==> config.mk <==
export PLATFORM = sky130hd
export DESIGN_NAME = if_stage_flat
export DESIGN_NICKNAME = d
export VERILOG_FILES = /design/src/rtl/if_stage_pkg.sv /design/src/rtl/if_stage_if.sv /design/src/rtl/if_stage_if_id_reg.sv /design/src/rtl/if_stage.sv /design/src/flat_wrapper.sv
export SDC_FILE = /design/constraint.sdc
export NUM_CORES = 1
export LEC_CHECK = 0
export BUFFER_PORTS_ARGS = -buffer_cell sky130_fd_sc_hd__clkbuf_2
export CAP_MARGIN = 20
export CORE_AREA = 2 2 181 183
export DETAILED_ROUTE_END_ITERATION = 12
export DIE_AREA = 0 0 183 185
export HOLD_SLACK_MARGIN = 0.03
export PLACE_DENSITY_LB_ADDON = 0.1
export SLEW_MARGIN = 5
export SYNTH_ARGS = -nofsm -noshare
export SYNTH_HDL_FRONTEND = slang
export SYNTH_HIERARCHICAL = 1
export SYNTH_SLANG_ARGS = --single-unit
==> constraint.sdc <==
create_clock -name CLK -period 4 [get_ports CLK]
set_input_delay 0.4 -clock CLK [delete_from_list [all_inputs] [get_ports CLK]]
set_output_delay 0.4 -clock CLK [all_outputs]
set_load 0.005 [all_outputs]
==> src/rtl/if_stage_pkg.sv <==
// ============================================================================
// Module   : if_stage_pkg
// Purpose  : Shared constants for the fetch stage and its neighbours.
// Revision : 1.0
// ============================================================================
`default_nettype none

package if_stage_pkg;

    typedef logic [1:0] state_t;

    localparam state_t ST_FETCH = 2'd0;
    localparam state_t ST_HOLD  = 2'd1;
    localparam state_t ST_DRAIN = 2'd2;

    localparam int OPCODE_MSB = 31;
    localparam int OPCODE_LSB = 26;

    // Execute decodes these to raise Redirect.
    localparam logic [5:0] OP_JMP = 6'b100010;
    localparam logic [5:0] OP_JB  = 6'b100011;

endpackage

`default_nettype wire

==> src/rtl/if_stage_if.sv <==
// ============================================================================
// Module   : if_stage_if
// Purpose  : Instruction-memory req/ack bus between fetch and memory.
// Revision : 1.0
// ============================================================================
`default_nettype none

interface if_stage_if #(
    parameter int PC_W    = 32,
    parameter int INSTR_W = 32
);
    logic               IMemReq;
    logic [PC_W-1:0]    IMemAddr;
    logic               IMemAck;
    logic [INSTR_W-1:0] IMemData;

    modport master (
        output IMemReq,
        output IMemAddr,
        input  IMemAck,
        input  IMemData
    );

    modport slave (
        input  IMemReq,
        input  IMemAddr,
        output IMemAck,
        output IMemData
    );
endinterface

`default_nettype wire

==> src/rtl/if_stage_if_id_reg.sv <==
// ============================================================================
// Module   : if_id_reg
// Purpose  : Pipeline register with flush > load > hold > bubble priority.
// Revision : 1.0
// ============================================================================
`default_nettype none

module if_id_reg #(
    parameter int PC_W    = 32,
    parameter int INSTR_W = 32
) (
    input  wire logic               clk,
    input  wire logic               rst,
    input  wire logic               flush_i,
    input  wire logic               load_i,
    input  wire logic               hold_i,
    input  wire logic [INSTR_W-1:0] instr_i,
    input  wire logic [PC_W-1:0]    pc_i,
    output logic                    valid_o,
    output logic [INSTR_W-1:0]      instr_o,
    output logic [PC_W-1:0]         pc_o
);

    logic               valid_q;
    logic [INSTR_W-1:0] instr_q;
    logic [PC_W-1:0]    pc_q;

    always_ff @(posedge clk) begin
        if (rst) begin
            valid_q <= 1'b0;
            instr_q <= '0;
            pc_q    <= '0;
        end else if (flush_i) begin
            valid_q <= 1'b0;
        end else if (load_i) begin
            valid_q <= 1'b1;
            instr_q <= instr_i;
            pc_q    <= pc_i;
        end else if (!hold_i) begin
            // Consumed with nothing to replace it: leave a bubble.
            valid_q <= 1'b0;
        end
    end

    assign valid_o = valid_q;
    assign instr_o = instr_q;
    assign pc_o    = pc_q;

endmodule

`default_nettype wire

==> src/rtl/if_stage.sv <==
// ============================================================================
// Module   : if_stage
// Purpose  : PC, single-outstanding fetch FSM, skid buffer and IF/ID register.
// Revision : 1.0
// ============================================================================
`default_nettype none

module if_stage
    import if_stage_pkg::*;
#(
    parameter int              PC_W     = 32,
    parameter int              INSTR_W  = 32,
    parameter logic [PC_W-1:0] RESET_PC = '0,
    parameter int unsigned     PC_STEP  = 4
) (
    input  wire logic               CLK,
    input  wire logic               Reset,
    if_stage_if.master              imem,
    input  wire logic               Stall,
    input  wire logic               Redirect,
    input  wire logic [PC_W-1:0]    RedirectPC,
    output logic                    InstrValid,
    output logic [INSTR_W-1:0]      Instr,
    output logic [5:0]              OpCode,
    output logic [PC_W-1:0]         InstrPC
);

    state_t             state_q, state_d;
    logic [PC_W-1:0]    pc_q, pc_d;
    logic [PC_W-1:0]    target_q, target_d;
    logic [PC_W-1:0]    skid_pc_q, skid_pc_d;
    logic [INSTR_W-1:0] skid_instr_q, skid_instr_d;

    logic               w_ack;
    logic               w_accept;
    logic               w_load;
    logic [INSTR_W-1:0] w_load_instr;
    logic [PC_W-1:0]    w_load_pc;
    logic [PC_W-1:0]    w_pc_inc;

    // DRAIN keeps the request up on the old PC: an issued fetch cannot be withdrawn.
    assign imem.IMemReq  = !Reset && (state_q != ST_HOLD);
    assign imem.IMemAddr = pc_q;

    assign w_ack    = imem.IMemAck && imem.IMemReq;
    assign w_accept = !Stall || !InstrValid;
    assign w_pc_inc = pc_q + PC_W'(PC_STEP);

    always_comb begin
        state_d      = state_q;
        pc_d         = pc_q;
        target_d     = target_q;
        skid_pc_d    = skid_pc_q;
        skid_instr_d = skid_instr_q;
        w_load       = 1'b0;
        w_load_instr = imem.IMemData;
        w_load_pc    = pc_q;

        case (state_q)
            ST_FETCH: begin
                if (w_ack) begin
                    if (Redirect) begin
                        pc_d = RedirectPC;
                    end else if (w_accept) begin
                        w_load = 1'b1;
                        pc_d   = w_pc_inc;
                    end else begin
                        skid_instr_d = imem.IMemData;
                        skid_pc_d    = pc_q;
                        pc_d         = w_pc_inc;
                        state_d      = ST_HOLD;
                    end
                end else if (Redirect) begin
                    target_d = RedirectPC;
                    state_d  = ST_DRAIN;
                end
            end
            ST_HOLD: begin
                if (Redirect) begin
                    pc_d    = RedirectPC;
                    state_d = ST_FETCH;
                end else if (w_accept) begin
                    w_load       = 1'b1;
                    w_load_instr = skid_instr_q;
                    w_load_pc    = skid_pc_q;
                    state_d      = ST_FETCH;
                end
            end
            ST_DRAIN: begin
                if (Redirect) begin
                    target_d = RedirectPC;
                end
                if (w_ack) begin
                    pc_d    = Redirect ? RedirectPC : target_q;
                    state_d = ST_FETCH;
                end
            end
            default: begin
                state_d = ST_FETCH;
            end
        endcase
    end

    always_ff @(posedge CLK) begin
        if (Reset) begin
            state_q      <= ST_FETCH;
            pc_q         <= RESET_PC;
            target_q     <= '0;
            skid_pc_q    <= '0;
            skid_instr_q <= '0;
        end else begin
            state_q      <= state_d;
            pc_q         <= pc_d;
            target_q     <= target_d;
            skid_pc_q    <= skid_pc_d;
            skid_instr_q <= skid_instr_d;
        end
    end

    if_id_reg #(
        .PC_W    (PC_W),
        .INSTR_W (INSTR_W)
    ) u_if_id (
        .clk     (CLK),
        .rst     (Reset),
        .flush_i (Redirect),
        .load_i  (w_load),
        .hold_i  (!w_accept),
        .instr_i (w_load_instr),
        .pc_i    (w_load_pc),
        .valid_o (InstrValid),
        .instr_o (Instr),
        .pc_o    (InstrPC)
    );

    assign OpCode = Instr[OPCODE_MSB:OPCODE_LSB];

endmodule

`default_nettype wire

==> src/flat_wrapper.sv <==
// flat-port wrapper written by rule: the top's interface ports become plain ports
module if_stage_flat import if_stage_pkg::*;
#(
    parameter int              PC_W     = 32,
    parameter int              INSTR_W  = 32,
    parameter logic [PC_W-1:0] RESET_PC = '0,
    parameter int unsigned     PC_STEP  = 4
)
  (CLK, Reset, Stall, Redirect, RedirectPC, InstrValid, Instr, OpCode, InstrPC, imem_IMemReq, imem_IMemAddr, imem_IMemAck, imem_IMemData);
  if_stage_if #(.PC_W(PC_W), .INSTR_W(INSTR_W)) imem_i ();
  input  wire logic CLK;
  input  wire logic Reset;
  input  wire logic Stall;
  input  wire logic Redirect;
  input  wire logic [PC_W-1:0] RedirectPC;
  output logic InstrValid;
  output logic [INSTR_W-1:0] Instr;
  output logic [5:0] OpCode;
  output logic [PC_W-1:0] InstrPC;
  output wire logic [$bits(imem_i.IMemReq)-1:0] imem_IMemReq;
  output wire logic [$bits(imem_i.IMemAddr)-1:0] imem_IMemAddr;
  input wire logic [$bits(imem_i.IMemAck)-1:0] imem_IMemAck;
  input wire logic [$bits(imem_i.IMemData)-1:0] imem_IMemData;
  assign imem_IMemReq = imem_i.IMemReq;
  assign imem_IMemAddr = imem_i.IMemAddr;
  assign imem_i.IMemAck = imem_IMemAck;
  assign imem_i.IMemData = imem_IMemData;
  if_stage #(.PC_W(PC_W), .INSTR_W(INSTR_W), .RESET_PC(RESET_PC), .PC_STEP(PC_STEP)) u_core (.CLK(CLK), .Reset(Reset), .imem(imem_i), .Stall(Stall), .Redirect(Redirect), .RedirectPC(RedirectPC), .InstrValid(InstrValid), .Instr(Instr), .OpCode(OpCode), .InstrPC(InstrPC));
endmodule
==> impl_metrics.json, run 1 <==
{
  "grt_start_max_net_pins": 96,
  "p_leak_nw": 4.399,
  "nNetsFinal": 1341,
  "cts.path.max_buffers": 2,
  "powerDensity_nw_per_um2": 380.2,
  "drt-pass1-iter-count": 5,
  "crit_path_start_kind": "flop",
  "crit_arrival_ns": 3.05,
  "worst_pin_slew_ns": 0.9680,
  "crit_path_max_fanout": 11,
  "cpMaxStageDelayCell": "and2_0",
  "worst-setup-path-type": "reg2reg",
  "grt_use_total": 0.1931,
  "ys_ff_latch": 195,
  "cts-htree-levels": 4,
  "stdcell_count": 1690,
  "crit_path_end": "u_core/imem.IMemAddr[9]",
  "first_global_vias": 8467,
  "final-max-slew-violation-count": 0,
  "rsz0062_at_grt": "no",
  "power.total_mw": 4.472,
  "syn_area_um2": 10090,
  "cts_resized": 0,
  "cts-hold-fix-buffers": 0,
  "die_w_um": 183,
  "ios": 173,
  "cp.depth": 8,
  "fin_crit_sh": 0.6713,
  "syn2layout_area_growth_pct": 16.52,
  "start_util": 0.3150,
  "clock-sinks": 195,
  "portBuffers": 172,
  "hp-start": "imem_IMemData[27]",
  "die_h_um": 185,
  "r2r-start": "u_core/state_q[0]",
  "synth.most_common_cell": "nand2_1",
  "hold_viol_final": 0,
  "cp_cell_sequence": "inv_1, ha_1, and2b_1, and2_0, buf_4, a222oi_1, nand2b_1, a21oi_1",
  "async_flop_share": 0,
  "final-seq-area_um2": 3904,
  "dpl_cell_area_um2": 11130,
  "r2r_cells": 8,
  "fmax_mhz": 372.4,
  "synth_nets": 1233,
  "die_area_um2": 33860,
  "gp_congestion": 0.7974,
  "cts_tree": "done",
  "multi_input_area_um2": 5558,
  "clkTransAtPathRegs_ns": 0.09,
  "relSlewSlack": 0.3487,
  "critPathTopFamily": "simple AND/OR/NAND/NOR gates",
  "drtAntennaViolNets": 0,
  "clock_latency_ns": 0.45,
  "cp_slowest_stage_delay_ns": 0.75,
  "setup_viol": 0,
  "hp-class": "in2reg",
  "peakVddDrop_v": 0.0002860,
  "antenna_found_initial": 1,
  "drcViolationCount": 0,
  "path_buf_inv": 2,
  "via_count": 8833,
  "cts_made_buffers": 17,
  "syn_area_per_cell_um2": 8.701,
  "vias_per_cell": 5.227,
  "dp_slack_ns": 1.303,
  "syn_inst": 1160,
  "fin_crit_ns": 2.685,
  "final_layout_size_suffix_gt1_frac": 0.2927,
  "r2r-end": "u_core/imem.IMemAddr[9]",
  "grt_first_pass_wirelength_um": 50980,
  "cp.required_ns": 4.37,
  "regToRegSetupSlack_ns": 1.31,
  "yosys_warnings": 6,
  "fin_setup_tns_ns": 0,
  "place_inst": 1657,
  "num_rows": 66,
  "yosys.area.top_type_share": 0.3868,
  "finClkSkew_ns": 0.01395,
  "wl_um": 32660,
  "postCtsSetupRepairBufs": 0,
  "yosysUniqueCellTypes": 71,
  "clock_tree.root_cell": "clkbuf_16",
  "grt.overflow.total": 0,
  "yosysTopAreaCell": "dfxtp_1",
  "dp_hpwl_um": 21060,
  "drv_cap": 0,
  "crit_path_end_kind": "flop",
  "core_area_um2": 32040,
  "ys_seq_area_frac": 0.3868,
  "synth_ff_type": "dfxtp_1",
  "synthTopCellsByCount": "225 x nand2_1, 195 x dfxtp_1, 132 x a21oi_1, 69 x nand2b_1, 67 x mux2_2",
  "critPathLaunch": "u_core/state_q[0]",
  "fill_cells": 3324,
  "finish.instance_area_um2": 11760,
  "setup_ws_ns": 1.315,
  "wl_per_cell_um": 19.32,
  "yosys-top-cells-area": "dfxtp_1 39%, nand2_1 8.4%, mux2_2 7.5%, nand4bb_1 7.1%, a21oi_1 6.5%",
  "drt_iter0_markers": 664,
  "synth-edff-count": 0,
  "status": "complete, no violations"
}
==> worst min path at each step <==
stage	slack (ns)	depth (start not counted)	to
3_3_place_gp	0.44	2	u_core/skid_instr_q[1]
5_1_grt	0.17	3	u_core/skid_instr_q[30]
4_1_cts	0.16	3	u_core/skid_instr_q[27]
2_1_floorplan	0.43	2	u_core/skid_instr_q[0]
3_5_place_dp	0.44	2	u_core/skid_pc_q[24]
6_report	0.18	3	u_core/skid_instr_q[27]
==> per-stage QoR <==
step                hold WS (ns)    util
global route              0.1697  0.3671
finish                    0.1791  0.3671
floorplan                 0.4338       -
global placement          0.4392  0.3475
detailed placement        0.4440  0.3475
CTS                       0.1559  0.3670
==> sequential cells by signal, indices dropped and copies added, names as in the netlist <==
name / cells
u_core/u_if_id/instr_o: 32
u_core/skid_pc_q: 32
u_core/state_q: 2
u_core/skid_instr_q: 32
u_core/target_q: 32
u_core/u_if_id/pc_o: 32
u_core/imem.IMemAddr: 32
u_core/u_if_id/valid_o: 1
==> final cells by class <==
class                   instances  area share
flip-flops and latches        195      0.3319
well taps                     408     0.04340
clock buffers                  18     0.03649
inverters                      14    0.004468
clock inverters                14     0.01660
repair buffers                199     0.09436
diodes                          1   0.0002128
multi-input cells             841      0.4726
==> placed cells by master, fill, tap and decap left out, types with 6 or more instances in the layout <==
cell	n
a211o_1	6
clkbuf_16	17
mux2_2	67
and3_1	7
o21ai_1	6
dfxtp_1	195
nand4bb_1	64
clkbuf_2	170
nand4_1	10
a22o_1	6
a22oi_1	13
a21oi_1	132
inv_1	12
a221oi_1	6
buf_4	25
nand2b_1	69
nand3_1	14
nand2_1	224
o21ai_2	60
o21ai_0	18
nor2_1	19
nor3_1	13
nor2b_1	6
==> power by group <==
part / switching [mW] / internal, mW / leakage [nW]
logic: 0.317 / 0.228 / 2.52
registers: 0.0929 / 2.00 / 1.58
clock network: 0.874 / 0.960 / 0.303
==> metal layers <==
layer | vias up | GRT usage | share of wire | routed length, um
li1 | 4338 | - | - | -
met1 | 4267 | 0.2635 | 0.47 | 15400
met2 | 201 | 0.3117 | 0.47 | 15470
met3 | 27 | 0.03401 | 0.040 | 1290
met4 | 0 | 0.05728 | 0.015 | 493
met5 | - | 0 | 0 | 0
==> kinds of logic after synthesis <==
group,synth area share
and+or+nand+nor,0.2608
AOI/OAI and AO/OA,0.1995
DFF,0.3868
buffers and inverters,0.06496
muxes,0.07872
xor gates and xnor gates,0.004338
adders and majority gates,0.004959
==> worst reg2reg max path: stages (launching register included) <==
cell and delay (ns):
dfxtp_1 0.35, inv_1 0.09, ha_1 0.40, and2b_1 0.36, and2_0 0.75, buf_4 0.30, a222oi_1 0.07, nand2b_1 0.17
a21oi_1 0.12
Power figures use the tool's default switching activity.
==> run 2, diff against run 1 <==
clock period = 2.4 ns   (was 4 ns; I/O delays follow)
==> run 2 against run 1 <==
  * Setup slack got worse by 1.1 ns
  * Die area unchanged
  * Clock skew decreased by 0.00062 ns
  * Design area increased by 7.2%
  * Global-route usage increased by 0.17 points
  * Critical path depth unchanged
  * Flip-flop and latch count unchanged
  * Largest cell class unchanged
==> impl_metrics.json, run 2 (synthesized netlist as in run 1, its figures left out) <==
{
  "status": "complete, no violations",
  "drt_iter0_markers": 608,
  "antenna_found_initial": 0,
  "cp_slowest_stage_delay_ns": 0.48,
  "syn2layout_area_growth_pct": 24.95,
  "drv_cap": 0,
  "fin_crit_sh": 0.9105,
  "p_leak_nw": 4.826,
  "drcViolationCount": 0,
  "start_util": 0.3150,
  "path_buf_inv": 2,
  "die_area_um2": 33860,
  "rsz0062_at_grt": "no",
  "layout_commonest_cell": "nand2_1",
  "num_rows": 66,
  "cts.path.max_buffers": 2,
  "crit_path_end_kind": "flop",
  "setup_viol": 0,
  "cp_cell_sequence": "inv_1, ha_1, nor2b_1, o21ai_1, buf_12, a22oi_1, o41ai_1, a221o_1",
  "dp_hpwl_um": 22010,
  "ios": 173,
  "die_w_um": 183,
  "grt.overflow.total": 0,
  "wl_per_cell_um": 18.64,
  "final_layout_size_suffix_gt1_frac": 0.3044,
  "powerDensity_nw_per_um2": 585.1,
  "vias_per_cell": 5.217,
  "crit_path_max_fanout": 17,
  "peakVddDrop_v": 0.0004854,
  "cts_made_buffers": 17,
  "via_count": 9292,
  "cpMaxStageDelayCell": "ha_1",
  "grt_start_max_net_pins": 100,
  "grt_first_pass_wirelength_um": 51540,
  "hp-class": "in2reg",
  "cp.required_ns": 2.73,
  "cts-htree-levels": 4,
  "worst_pin_slew_ns": 0.6605,
  "critPathTopFamily": "compound AO/OA/AOI/OAI gates",
  "layout_common_cells": "224 x nand2_1, 195 x dfxtp_1, 170 x clkbuf_2",
  "final-max-slew-violation-count": 0,
  "die_h_um": 185,
  "clock-sinks": 195,
  "finClkSkew_ns": 0.01332,
  "drt-pass1-iter-count": 5,
  "clock_tree.root_cell": "clkbuf_16",
  "regToRegSetupSlack_ns": 0.21,
  "relSlewSlack": 0.5597,
  "crit_path_start_kind": "flop",
  "power.total_mw": 7.380,
  "first_global_vias": 8911,
  "worst-setup-path-type": "reg2reg",
  "antennaDiodeCount": 0,
  "drtAntennaViolNets": 0,
  "fin_crit_ns": 2.185,
  "clkTransAtPathRegs_ns": 0.07,
  "nNetsFinal": 1436,
  "clock_latency_ns": 0.45,
  "portBuffers": 172,
  "fin_setup_tns_ns": 0,
  "grt_use_total": 0.1948,
  "cts_tree": "done",
  "crit_arrival_ns": 2.51,
  "gp_congestion": 0.8344,
  "wl_um": 33190,
  "core_area_um2": 32040,
  "stdcell_count": 1781,
  "hold_viol_final": 0,
  "fmax_mhz": 457.6,
  "place_inst": 1703
}
[run 2: path summary, 6_finish.rpt]
kind                            cells after the start                 start                        to
worst min register to register                      2  u_core/skid_pc_q[20]      u_core/skid_pc_q[20]
worst max-delay path                                8     u_core/state_q[0]  u_core/imem.IMemAddr[26]
worst max register to register                      8     u_core/state_q[0]  u_core/imem.IMemAddr[26]
worst min-delay path                                3     imem_IMemData[20]   u_core/skid_instr_q[20]
[run 2: tightest hold or removal path: stages]
cell      delay (ns)
clkbuf_2        0.10
nand2_1         0.06
a21oi_1         0.05
[run 2: metal layers]
metal,routed length (um),vias up,track usage
met4,760,0,0.06112
met3,1371,38,0.03500
met1,15330,4515,0.2595
met5,0,-,0
met2,15730,212,0.3203
li1,-,4527,-
[run 2: where the power goes]
part	switching [mW]	internal, mW
sequential	0.0901	3.33
clock	1.31	1.51
combinational	0.625	0.512
[run 2: cell type report]
class	count	area, um2
fillers	3309	19430
multi-input cells	841	5560
flip-flops and latches	195	3904
repair buffers	294	2033
well taps	408	510.5
clock buffers	22	474.2
clock inverters	7	77.57
inverters	14	52.55
[run 2: per-stage QoR]
stage	setup WS, ns	hold WS (ns)	instance area [um2]	utilization
5_1_grt	0.06119	0.04114	12610	0.3936
3_5_place_dp	0.1790	0.4439	11570	0.3610
3_3_place_gp	0.2289	0.4400	11570	0.3610
4_1_cts	0.1644	0.03265	12610	0.3935
2_1_floorplan	0.2700	0.3760	10090	-
6_report	0.2148	0.04757	12610	0.3936
[run 2: repair_timing]
| action | in CTS | in global routing |
|---|---|---|
| hold buffers | 49 | 0 |
| endpoints found under the setup margin | 0 | 1 |
| buffers inserted | 0 | 0 |
| gates resized for setup | 0 | 1 |
| endpoints found under the hold margin | 49 | 0 |
